File: src/rtl/load_store_unit.sv
// -----------------------------------------------------------------------------
// load_store_unit
//
// Purpose:
//   Serialises one load or store request at a time onto a single-port data
//   memory with registered read data. Doubleword stores go straight to a
//   write cycle. Loads read, capture and return the selected lane. Sub-word
//   stores do a read-modify-write through a merge buffer. Illegal requests
//   are answered with a fault pulse and never touch the memory.
//
// Configuration:
//   LSU_BYTE_LANES_EN - when defined, byte/half/word accesses are supported
//                       (lane select, sign extension, store merge). When not
//                       defined, only doubleword accesses are legal and any
//                       other size is answered with a fault.
//
// Ports:
//   clk             in   sole clock, rising edge
//   rst             in   asynchronous active-low reset
//   req_valid       in   request present
//   req_ready       out  unit idle, can accept a request
//   req_load        in   load request
//   req_store       in   store request
//   req_addr        in   64-bit byte address
//   req_size        in   00 byte, 01 half, 10 word, 11 doubleword
//   req_signed      in   sign-extend load result
//   req_wdata       in   store data, right-aligned
//   resp_valid      out  one-cycle completion pulse
//   resp_data       out  load result (0 for stores and faults)
//   resp_fault      out  request rejected without memory access
//   mem_Address     out  data-memory word index
//   mem_WriteData   out  data-memory write data
//   mem_WriteEnable out  data-memory write strobe
//   mem_ReadEnable  out  data-memory read strobe
//   mem_ReadData    in   registered read data, valid the cycle after the read
// -----------------------------------------------------------------------------
module load_store_unit #(
    parameter int BITSIZE = 64,
    parameter int MEMSIZE = 64
) (
    input  logic                       clk,
    input  logic                       rst,
    input  logic                       req_valid,
    output logic                       req_ready,
    input  logic                       req_load,
    input  logic                       req_store,
    input  logic [63:0]                req_addr,
    input  logic [1:0]                 req_size,
    input  logic                       req_signed,
    input  logic [BITSIZE-1:0]         req_wdata,
    output logic                       resp_valid,
    output logic [BITSIZE-1:0]         resp_data,
    output logic                       resp_fault,
    output logic [$clog2(MEMSIZE)-1:0] mem_Address,
    output logic [BITSIZE-1:0]         mem_WriteData,
    output logic                       mem_WriteEnable,
    output logic                       mem_ReadEnable,
    input  logic [BITSIZE-1:0]         mem_ReadData
);

    localparam int AW = $clog2(MEMSIZE);
    localparam logic [63:0]   LP_ADDR_LIMIT = 64'(MEMSIZE) << 3;
    // The last word of memory is reserved and may never be accessed.
    localparam logic [AW-1:0] LP_RSV_IDX    = AW'(MEMSIZE - 1);

    typedef enum logic [1:0] {
        S_IDLE  = 2'd0,
        S_READ  = 2'd1,
        S_CAPT  = 2'd2,
        S_WRITE = 2'd3
    } state_t;

    state_t               r_state;
    logic [AW-1:0]        r_idx;
    logic                 r_store;
    // Holds store data at acceptance; for sub-word stores it is overwritten
    // with the merged word in CAPT.
    logic [BITSIZE-1:0]   r_wbuf;
    logic                 r_resp_valid;
    logic                 r_resp_fault;
    logic [BITSIZE-1:0]   r_resp_data;

    logic [AW-1:0]        w_idx;
    logic                 w_misalign;
    logic                 w_oob;
    logic                 w_rsv;
    logic                 w_size_bad;
    logic                 w_fault;
    logic                 w_direct_write;

`ifdef LSU_BYTE_LANES_EN
    logic [2:0]           r_off;
    logic [1:0]           r_size;
    logic                 r_signed;

    // Right-aligned all-ones mask covering the access size.
    function automatic logic [BITSIZE-1:0] f_size_mask(input logic [1:0] sz);
        case (sz)
            2'b00:   f_size_mask = {{(BITSIZE-8){1'b0}},  8'hFF};
            2'b01:   f_size_mask = {{(BITSIZE-16){1'b0}}, 16'hFFFF};
            2'b10:   f_size_mask = {{(BITSIZE-32){1'b0}}, 32'hFFFF_FFFF};
            default: f_size_mask = {BITSIZE{1'b1}};
        endcase
    endfunction

    // Pick the addressed lane out of a memory word and extend it.
    function automatic logic [BITSIZE-1:0] f_extract(
        input logic [BITSIZE-1:0] d,
        input logic [2:0]         off,
        input logic [1:0]         sz,
        input logic               sgn
    );
        logic [BITSIZE-1:0] sh;
        logic [BITSIZE-1:0] m;
        logic               msb;
        sh = d >> {off, 3'b000};
        m  = f_size_mask(sz);
        case (sz)
            2'b00:   msb = sh[7];
            2'b01:   msb = sh[15];
            2'b10:   msb = sh[31];
            default: msb = 1'b0;
        endcase
        f_extract = (sgn && msb) ? ((sh & m) | ~m) : (sh & m);
    endfunction

    // Replace the addressed lane of a memory word with the low store bits.
    function automatic logic [BITSIZE-1:0] f_merge(
        input logic [BITSIZE-1:0] d,
        input logic [BITSIZE-1:0] w,
        input logic [2:0]         off,
        input logic [1:0]         sz
    );
        logic [BITSIZE-1:0] m;
        m       = f_size_mask(sz) << {off, 3'b000};
        f_merge = (d & ~m) | ((w << {off, 3'b000}) & m);
    endfunction

    assign w_size_bad     = 1'b0;
    assign w_direct_write = req_store && (req_size == 2'b11);
`else
    // Sign selection only matters for sub-word loads.
    logic w_unused;
    assign w_unused       = req_signed;
    assign w_size_bad     = (req_size != 2'b11);
    assign w_direct_write = req_store;
`endif

    assign w_idx = req_addr[AW+2:3];
    assign w_oob = (req_addr >= LP_ADDR_LIMIT);
    assign w_rsv = (w_idx == LP_RSV_IDX);

    // Natural alignment check for the requested size.
    always_comb begin
        w_misalign = 1'b0;
        case (req_size)
            2'b00:   w_misalign = 1'b0;
            2'b01:   w_misalign = req_addr[0];
            2'b10:   w_misalign = |req_addr[1:0];
            2'b11:   w_misalign = |req_addr[2:0];
            default: w_misalign = 1'b1;
        endcase
    end

    // A request needs exactly one of load/store to be legal.
    assign w_fault = (req_load == req_store) | w_misalign | w_oob | w_rsv | w_size_bad;

    // Request sequencing, field latching and registered response.
    always_ff @(posedge clk or negedge rst) begin
        if (!rst) begin
            r_state      <= S_IDLE;
            r_idx        <= '0;
            r_store      <= 1'b0;
            r_wbuf       <= '0;
            r_resp_valid <= 1'b0;
            r_resp_fault <= 1'b0;
            r_resp_data  <= '0;
`ifdef LSU_BYTE_LANES_EN
            r_off        <= 3'd0;
            r_size       <= 2'd0;
            r_signed     <= 1'b0;
`endif
        end else begin
            r_resp_valid <= 1'b0;
            r_resp_fault <= 1'b0;
            r_resp_data  <= '0;
            case (r_state)
                S_IDLE: begin
                    if (req_valid) begin
                        r_idx    <= w_idx;
                        r_store  <= req_store;
                        r_wbuf   <= req_wdata;
`ifdef LSU_BYTE_LANES_EN
                        r_off    <= req_addr[2:0];
                        r_size   <= req_size;
                        r_signed <= req_signed;
`endif
                        // Faults are answered straight from IDLE.
                        if (w_fault) begin
                            r_resp_valid <= 1'b1;
                            r_resp_fault <= 1'b1;
                            r_state      <= S_IDLE;
                        end else if (w_direct_write) begin
                            r_state      <= S_WRITE;
                        end else begin
                            r_state      <= S_READ;
                        end
                    end else begin
                        r_state <= S_IDLE;
                    end
                end
                S_READ: begin
                    r_state <= S_CAPT;
                end
                S_CAPT: begin
                    if (r_store) begin
`ifdef LSU_BYTE_LANES_EN
                        r_wbuf  <= f_merge(mem_ReadData, r_wbuf, r_off, r_size);
`endif
                        r_state <= S_WRITE;
                    end else begin
`ifdef LSU_BYTE_LANES_EN
                        r_resp_data <= f_extract(mem_ReadData, r_off, r_size, r_signed);
`else
                        r_resp_data <= mem_ReadData;
`endif
                        r_resp_valid <= 1'b1;
                        r_state      <= S_IDLE;
                    end
                end
                S_WRITE: begin
                    r_resp_valid <= 1'b1;
                    r_state      <= S_IDLE;
                end
                default: begin
                    r_state <= S_IDLE;
                end
            endcase
        end
    end

    // Strobes and address decode from the state register so that reset
    // removes them immediately.
    assign req_ready       = (r_state == S_IDLE);
    assign mem_ReadEnable  = (r_state == S_READ);
    assign mem_WriteEnable = (r_state == S_WRITE);
    assign mem_Address     = (r_state == S_IDLE) ? '0 : r_idx;
    assign mem_WriteData   = r_wbuf;

    assign resp_valid = r_resp_valid;
    assign resp_fault = r_resp_fault;
    assign resp_data  = r_resp_data;

endmodule

File: config.mk
export PLATFORM = sky130hd
export DESIGN_NAME = load_store_unit
export DESIGN_NICKNAME = d
export VERILOG_FILES = /design/src/rtl/load_store_unit.sv
export SDC_FILE = /design/constraint.sdc
export NUM_CORES = 1
export LEC_CHECK = 0
export BUFFER_PORTS_ARGS = -buffer_cell sky130_fd_sc_hd__buf_2
export CAP_MARGIN = 0
export CORE_MARGIN = 10
export CORE_UTILIZATION = 42
export CTS_CLUSTER_DIAMETER = 150
export DETAILED_ROUTE_END_ITERATION = 8
export HOLD_SLACK_MARGIN = 0.1
export PLACE_DENSITY = 0.78
export SLEW_MARGIN = 20
export SYNTH_ARGS = -nofsm -noshare
export SYNTH_HDL_FRONTEND = slang
export SYNTH_SLANG_ARGS = --single-unit
File: constraint.sdc
create_clock -name clk -period 1.9 [get_ports clk]
set_clock_uncertainty 0.1 [all_clocks]
set_input_delay 0.095 -clock clk [delete_from_list [all_inputs] [get_ports clk]]
set_output_delay 0.095 -clock clk [all_outputs]
set_load 0.01 [all_outputs]
==> metrics, run 1 <==
outcome finished, final reports clean; H-tree depth 4; largest stage delay on the critical path roughly 570 ps; Synth async-reset ratio 1.00; TritonCTS Sinks approximately 140; Setup crit end resp_fault; die area 0.0170 sq mm; post-synthesis sequential area ratio 0.680; R2R depth 5; Lkg Pwr 5.27 nW; Routed WL 25.0 mm; Tcrit/Tclk final 0.997; io pins between 300 and 400; slowest CP cell dlygate4sd3_1; synth cell count leaders 213 x nand2_1, 139 x dfrtp_1, 65 x and2_1; Num CTS Buffers 17; count leader, synth nand2_1; Finish-stage setup viols 0; Final Non-Filler Cells 1174; Fin. Hold Viols 0; max-slew violation count 0; worst setup path class primary input to flip-flop; all-layer global routing usage 0.288; placed insts 963; Synth cell types 27; Critical R2R Capture r_state[1]; crit-path max FO 2; 1st-iter DRT viols 383; startpoint type of the worst setup path primary input; crit path cell chain dlygate4sd3_1 > buf_2 > nor4_2 > nand4_1 > nor2_1 > dlygate4sd3_1 > a21oi_1; area occupied by multi-input gates 0.00160 sq mm; Fin Setup TNS 0 ps; Bufs on Longest Clock Path 2; antenna violations before repair 6; FP Rows 40; CTS tree done; R2R setup slack 320 ps; RePlAce Congestion ~0.85; Mapped Cells 488; routed vias/inst ~5; design area 0.00937 sq mm; crit-path most repeated cell dlygate4sd3_1; Syn Area/Cell 10.5 sq um; vias in the first global route 6442; Max IR drop VDD 0.551 mV; relative slew slack 0.683; Area contributors post-synth dfrtp_1 68%, nand2_1 16%, and2_1 7.9%; CTS clk-pin slew, worst paths roughly 50 ps; Fmax between 500 and 600 MHz; port bufs about 340; MaxCap Viol Count 0; via count around 6000; Core Util, Final 0.783; # fillers 664; Worst-Margin Slew 471 ps; share of layout cells above drive strength 1 0.385; Post-DRT Antenna Nets 0; Crit path required time 2090 ps; Main synth FF type dfrtp_1; largest net degree at the start of global routing 65; core area 0.0120 sq mm; Clk Tree Root Cell clkbuf_16; P&R area growth vs syn 83.1%; grt ovf 0; Synth top area share 0.680; Hold Path Class primary input to flip-flop; initial core utilization 0.428; Setup crit end kind flip-flop; die height 130 um; DR DRC count 0; RSZ-0062 raised after global routing yes; first-pass GRT wire length 36.8 mm; drt first pass iters 5; fin nets 1207; Die W 130 um; P per Cell Area 776 mW/mm^2; Tot Pwr 7.27 mW; placed wire-length estimate 14.2 mm; Tmin final roughly 1900 ps; r2r startpoint r_state[0]; Mapped Area 0.00512 sq mm; Area after DPL 0.00707 sq mm; Critical Path Start req_addr[27]; crit path DAT around 2100 ps; Hold Startpoint req_addr[41]; Yosys reg bits 139; EDFF count, synth 0; cell taking the most area after synthesis dfrtp_1; Ys Warns 0; Synthesized Nets just under 700; routed length per instance 21.3 um; Reg area ~0.0035 sq mm; clk_lat worst skew 410 ps
[routing by layer]
metal  vias to the layer above  part of all wire  GRT usage
met4                         0             0.064      0.183
met5                         -                 0          0
met1                      2726              0.33      0.287
met2                       441              0.49      0.487
met3                       118              0.12      0.124
li1                       2574                 -          -
[cell families after synthesis]
group	Yosys count	synth area share
compound gates	7	0.00954
xor+xnor	1	0.00171
buf+inv	23	0.0169
flops	139	0.680
simple gates	318	0.292
[worst min path at each step]
stage | end | slack (ps) | depth (start not counted)
floorplan | mem_WriteData[0] | -300 | 0
global placement | mem_WriteData[43] | -80 | 1
detailed placement | mem_WriteData[49] | -70 | 1
CTS | r_state[1] | 100 | 5
global route | resp_valid | 130 | 5
finish | resp_valid | 90 | 5
[what timing repair did]
item	4_1_cts	5_1_grt
gates resized for setup	0	5
endpoints found under the setup margin	0	4
setup buffers	0	1
hold buffers	170	5
endpoints found under the hold margin	278	3
[cell type report]
class	count	area share
Tap cell	147	0.0196
Sequential cell	139	0.371
Clock inverter	12	0.00801
Timing Repair Buffer	521	0.379
Antenna cell	7	0.00187
Multi-Input combinational cell	326	0.170
Clock buffer	20	0.0488
Inverter	2	0.000801
[cell usage in the layout (no fill, tap or decap), drive strengths merged]
| cell | instances |
|---|---|
| nor3 | 4 |
| a21bo | 1 |
| or4 | 1 |
| nand2b | 1 |
| clkinv | 9 |
| and2 | 65 |
| a31oi | 1 |
| dfrtp | 139 |
| o21ai | 2 |
| nor3b | 1 |
| clkinvlp | 3 |
| a221o | 1 |
| nor4 | 13 |
| inv | 2 |
| clkbuf | 20 |
| nor2b | 8 |
| or3 | 1 |
| nor2 | 3 |
| xor2 | 1 |
| a21o | 1 |
| nand3 | 1 |
| dlygate4sd3 | 171 |
| nand2 | 213 |
| diode | 7 |
| buf | 350 |
| nor4b | 3 |
| a21oi | 1 |
| nand4 | 4 |
[sequential cells by signal (all words and copies together), names as in the netlist]
register and count:
r_store 1, r_state 2, resp_data 64, resp_fault 1
r_idx 6, mem_WriteData 64, resp_valid 1
[critical path: cells and delay by family]
family | cells | cell delay [ps]
compound gates | 1 | 60
buf+inv | 3 | 1240
simple gates | 3 | 670
[stage by stage]
| stage | hold slack, ps | setup WS [ps] |
|---|---|---|
| after CTS | 99.1 | 20.3 |
| after detailed placement | -74.6 | 158 |
| after global routing | 127 | 0.774 |
| final | 92.5 | 5.82 |
| after floorplan | -301 | 267 |
| after global placement | -75.4 | 184 |
[report_power, final]
group | internal, mW | total (mW) | switching, mW
clock | 1.72 | 2.96 | 1.24
combinational | 0.570 | 1.10 | 0.527
sequential | 3.12 | 3.21 | 0.0899
No activity file was read; power rests on OpenSTA's default activity.
==> run 2, diff against run 1 <==
Settings changed: CORE_AREA set to 2 2 131 133, CORE_MARGIN 10 to unset, CORE_UTILIZATION 42 to unset, DIE_AREA set to 0 0 133 135, PLACE_DENSITY 0.78 to 0.6.
==> metrics, run 2 (same netlist as run 1, synthesis figures left out) <==
largest stage delay on the critical path 590 ps (+20 ps); antenna violations before repair 0 (-6); slowest CP cell dlygate4sd3_1; Hold Path Class primary input to flip-flop; Max IR drop VDD 0.567 mV (+2.9%); Lkg Pwr 5.32 nW (+0.89%); RePlAce Congestion 0.811 (-4.2%); share of layout cells above drive strength 1 0.383 (-0.00211); initial core utilization 0.312 (-0.116); via count 5419 (-7.5%); Bufs on Longest Clock Path 2 (unchanged); MaxCap Viol Count 0 (unchanged); most frequent cells in the layout 336 x buf_2, 212 x nand2_1, 176 x dlygate4sd3_1; Post-DRT Antenna Nets 0 (unchanged); cell family with most CP delay buffers and inverters; Num CTS Buffers 17 (unchanged); diodes inserted 0 (-7); routed vias/inst 4.36 (-13%); Final WS setup 64.5 ps (+58.6 ps); Worst-Margin Slew 584 ps (+113 ps); R2R setup slack 210 ps (-110 ps); all-layer global routing usage 0.208 (-0.0807); core area 0.0164 sq mm (+37%); largest net degree at the start of global routing 65 (unchanged); crit-path max FO 4 (+2); outcome finished, final reports clean; # fillers 1322 (+99%); routed length per instance 14.9 um (-30%); DR DRC count 0 (unchanged); Tcrit/Tclk final 0.966 (-0.0309); Fmax 545 MHz (+3.2%); crit path cell chain dlygate4sd3_1 > buf_2 > nor4_2 > dlygate4sd3_1 > nand3_1 > nor4_4 > a31oi_1; drt first pass iters 4 (-1); crit-path most repeated cell dlygate4sd3_1; fin nets 1210 (+0.25%); Switching Power 1.90 mW (+2.2%); P&R area growth vs syn 86.7%; first-pass GRT wire length 28.9 mm (-21%); worst setup path class primary input to flip-flop; die area 0.0180 sq mm (+5.6%); P per Cell Area 785 mW/mm^2 (+1.1%); Tmin final 1840 ps (-58.6 ps); Internal Dissipation 5.60 mW (+3.5%); Clk Tree Root Cell clkbuf_16; Worst Path Buf+Inv 3 (unchanged); max-slew violation count 0 (unchanged); vias in the first global route 5733 (-11%); RSZ-0062 raised after global routing no; R2R depth 4 (-1); port bufs 337 (unchanged); CTS clk-pin slew, worst paths 60 ps (about the same); Comb pwr share 0.140 (-0.011); Die W 133 um (+2.0%); Setup crit end kind flip-flop; CTS tree done; TritonCTS Sinks 139 (unchanged); grt ovf 0 (unchanged); Fin. Hold Viols 0 (unchanged); crit path DAT 2010 ps (-70 ps); most common cell after layout, fill and taps aside buf_2; placed wire-length estimate 11.5 mm (-19%); Tot Pwr 7.50 mW (+3.2%); startpoint type of the worst setup path primary input; Switching Fraction 0.253 (-0.00242); dpl ws 149 ps (-9.05 ps); Clock power frac 0.434 (+0.026); relative slew slack 0.609 (-0.0743); die height 135 um (+3.6%); Worst path depth 7 (unchanged); Crit path required time 2070 ps (-20 ps); Min-Delay Path Depth 5 (unchanged); io pins 339 (unchanged); FP Rows 47 (+18%); 1st-iter DRT viols 152 (-60%); H-tree depth 4 (unchanged); clk_lat worst skew 410 ps (about the same); sequential share of power 0.426 (-0.015); Routed WL 18.6 mm (-26%); Finish-stage setup viols 0 (unchanged); Fin Setup TNS 0 ps (unchanged)
run 2: cell count changes in the layout (fill, tap and decap cells not counted), sizes merged:
cell,before,now
inv,2,6
clkinv,9,6
clkbuf,20,19
clkinvlp,3,2
bufinv,0,1
diode,7,0
dlygate4sd3,171,176
buf,350,348
run 2: area by class of cell:
class | count | area [sq um] | share of cell area
Timing Repair Buffer | 524 | 3610 | 0.378
Tap cell | 220 | 275 | 0.0288
Multi-Input combinational cell | 326 | 1590 | 0.167
Inverter | 2 | 7.51 | 0.000786
Clock inverter | 13 | 134 | 0.0140
Sequential cell | 139 | 3480 | 0.364
Clock buffer | 19 | 453 | 0.0474
run 2: power groups by stage:
stage / logic (mW) / registers [mW] / clock network [mW]
2_1_floorplan: 0.186 / 3.31 / 0
3_3_place_gp: 0.746 / 3.24 / 0
3_5_place_dp: 0.757 / 3.24 / 0
4_1_cts: 1.04 / 3.19 / 3.36
5_1_grt: 1.16 / 3.21 / 3.47
6_report: 1.05 / 3.19 / 3.25
run 2: timing repair:
action / 4_1_cts / 5_1_grt
hold buffers: 178 / 3
buffers inserted: 0 / 0
resized for setup: 0 / 5
endpoints found under the setup margin: 0 / 4
hold endpoints to repair: 278 / 1
run 2: routing by layer:
layer / up-vias / GRT usage / part of all wire
met5: - / 0 / 0
met2: 246 / 0.368 / 0.52
met4: 0 / 0.102 / 0.031
met1: 2563 / 0.226 / 0.38
li1: 2569 / - / -
met3: 41 / 0.0646 / 0.072
run 2: final timing paths:
check                                        from                end
worst min-delay path                  req_addr[1]         resp_fault
min in group asynchronous                     rst   mem_WriteData[2]
worst max-delay path                 req_addr[36]         resp_valid
worst min register to register  mem_WriteData[24]  mem_WriteData[24]
worst max register to register         r_state[1]         r_state[1]
max in group asynchronous                     rst   mem_WriteData[4]
run 2: worst reg2reg max path, stage by stage, from the launching register on:
cell and delay (ps):
dfrtp_1 460, nor3b_2 550, nand2_1 160, nor3_1 210, a21o_1 140
run 2: stage by stage:
stage	hold WS (ps)	instances	util	cell area, sq um
final	80.4	1243	0.582	9550
after global routing	95.9	1243	0.582	9550
after CTS	129	1244	0.581	9540
after detailed placement	-31.8	1034	0.436	7160
after global placement	-33.4	1034	0.436	7160
after floorplan	-301	488	-	5120
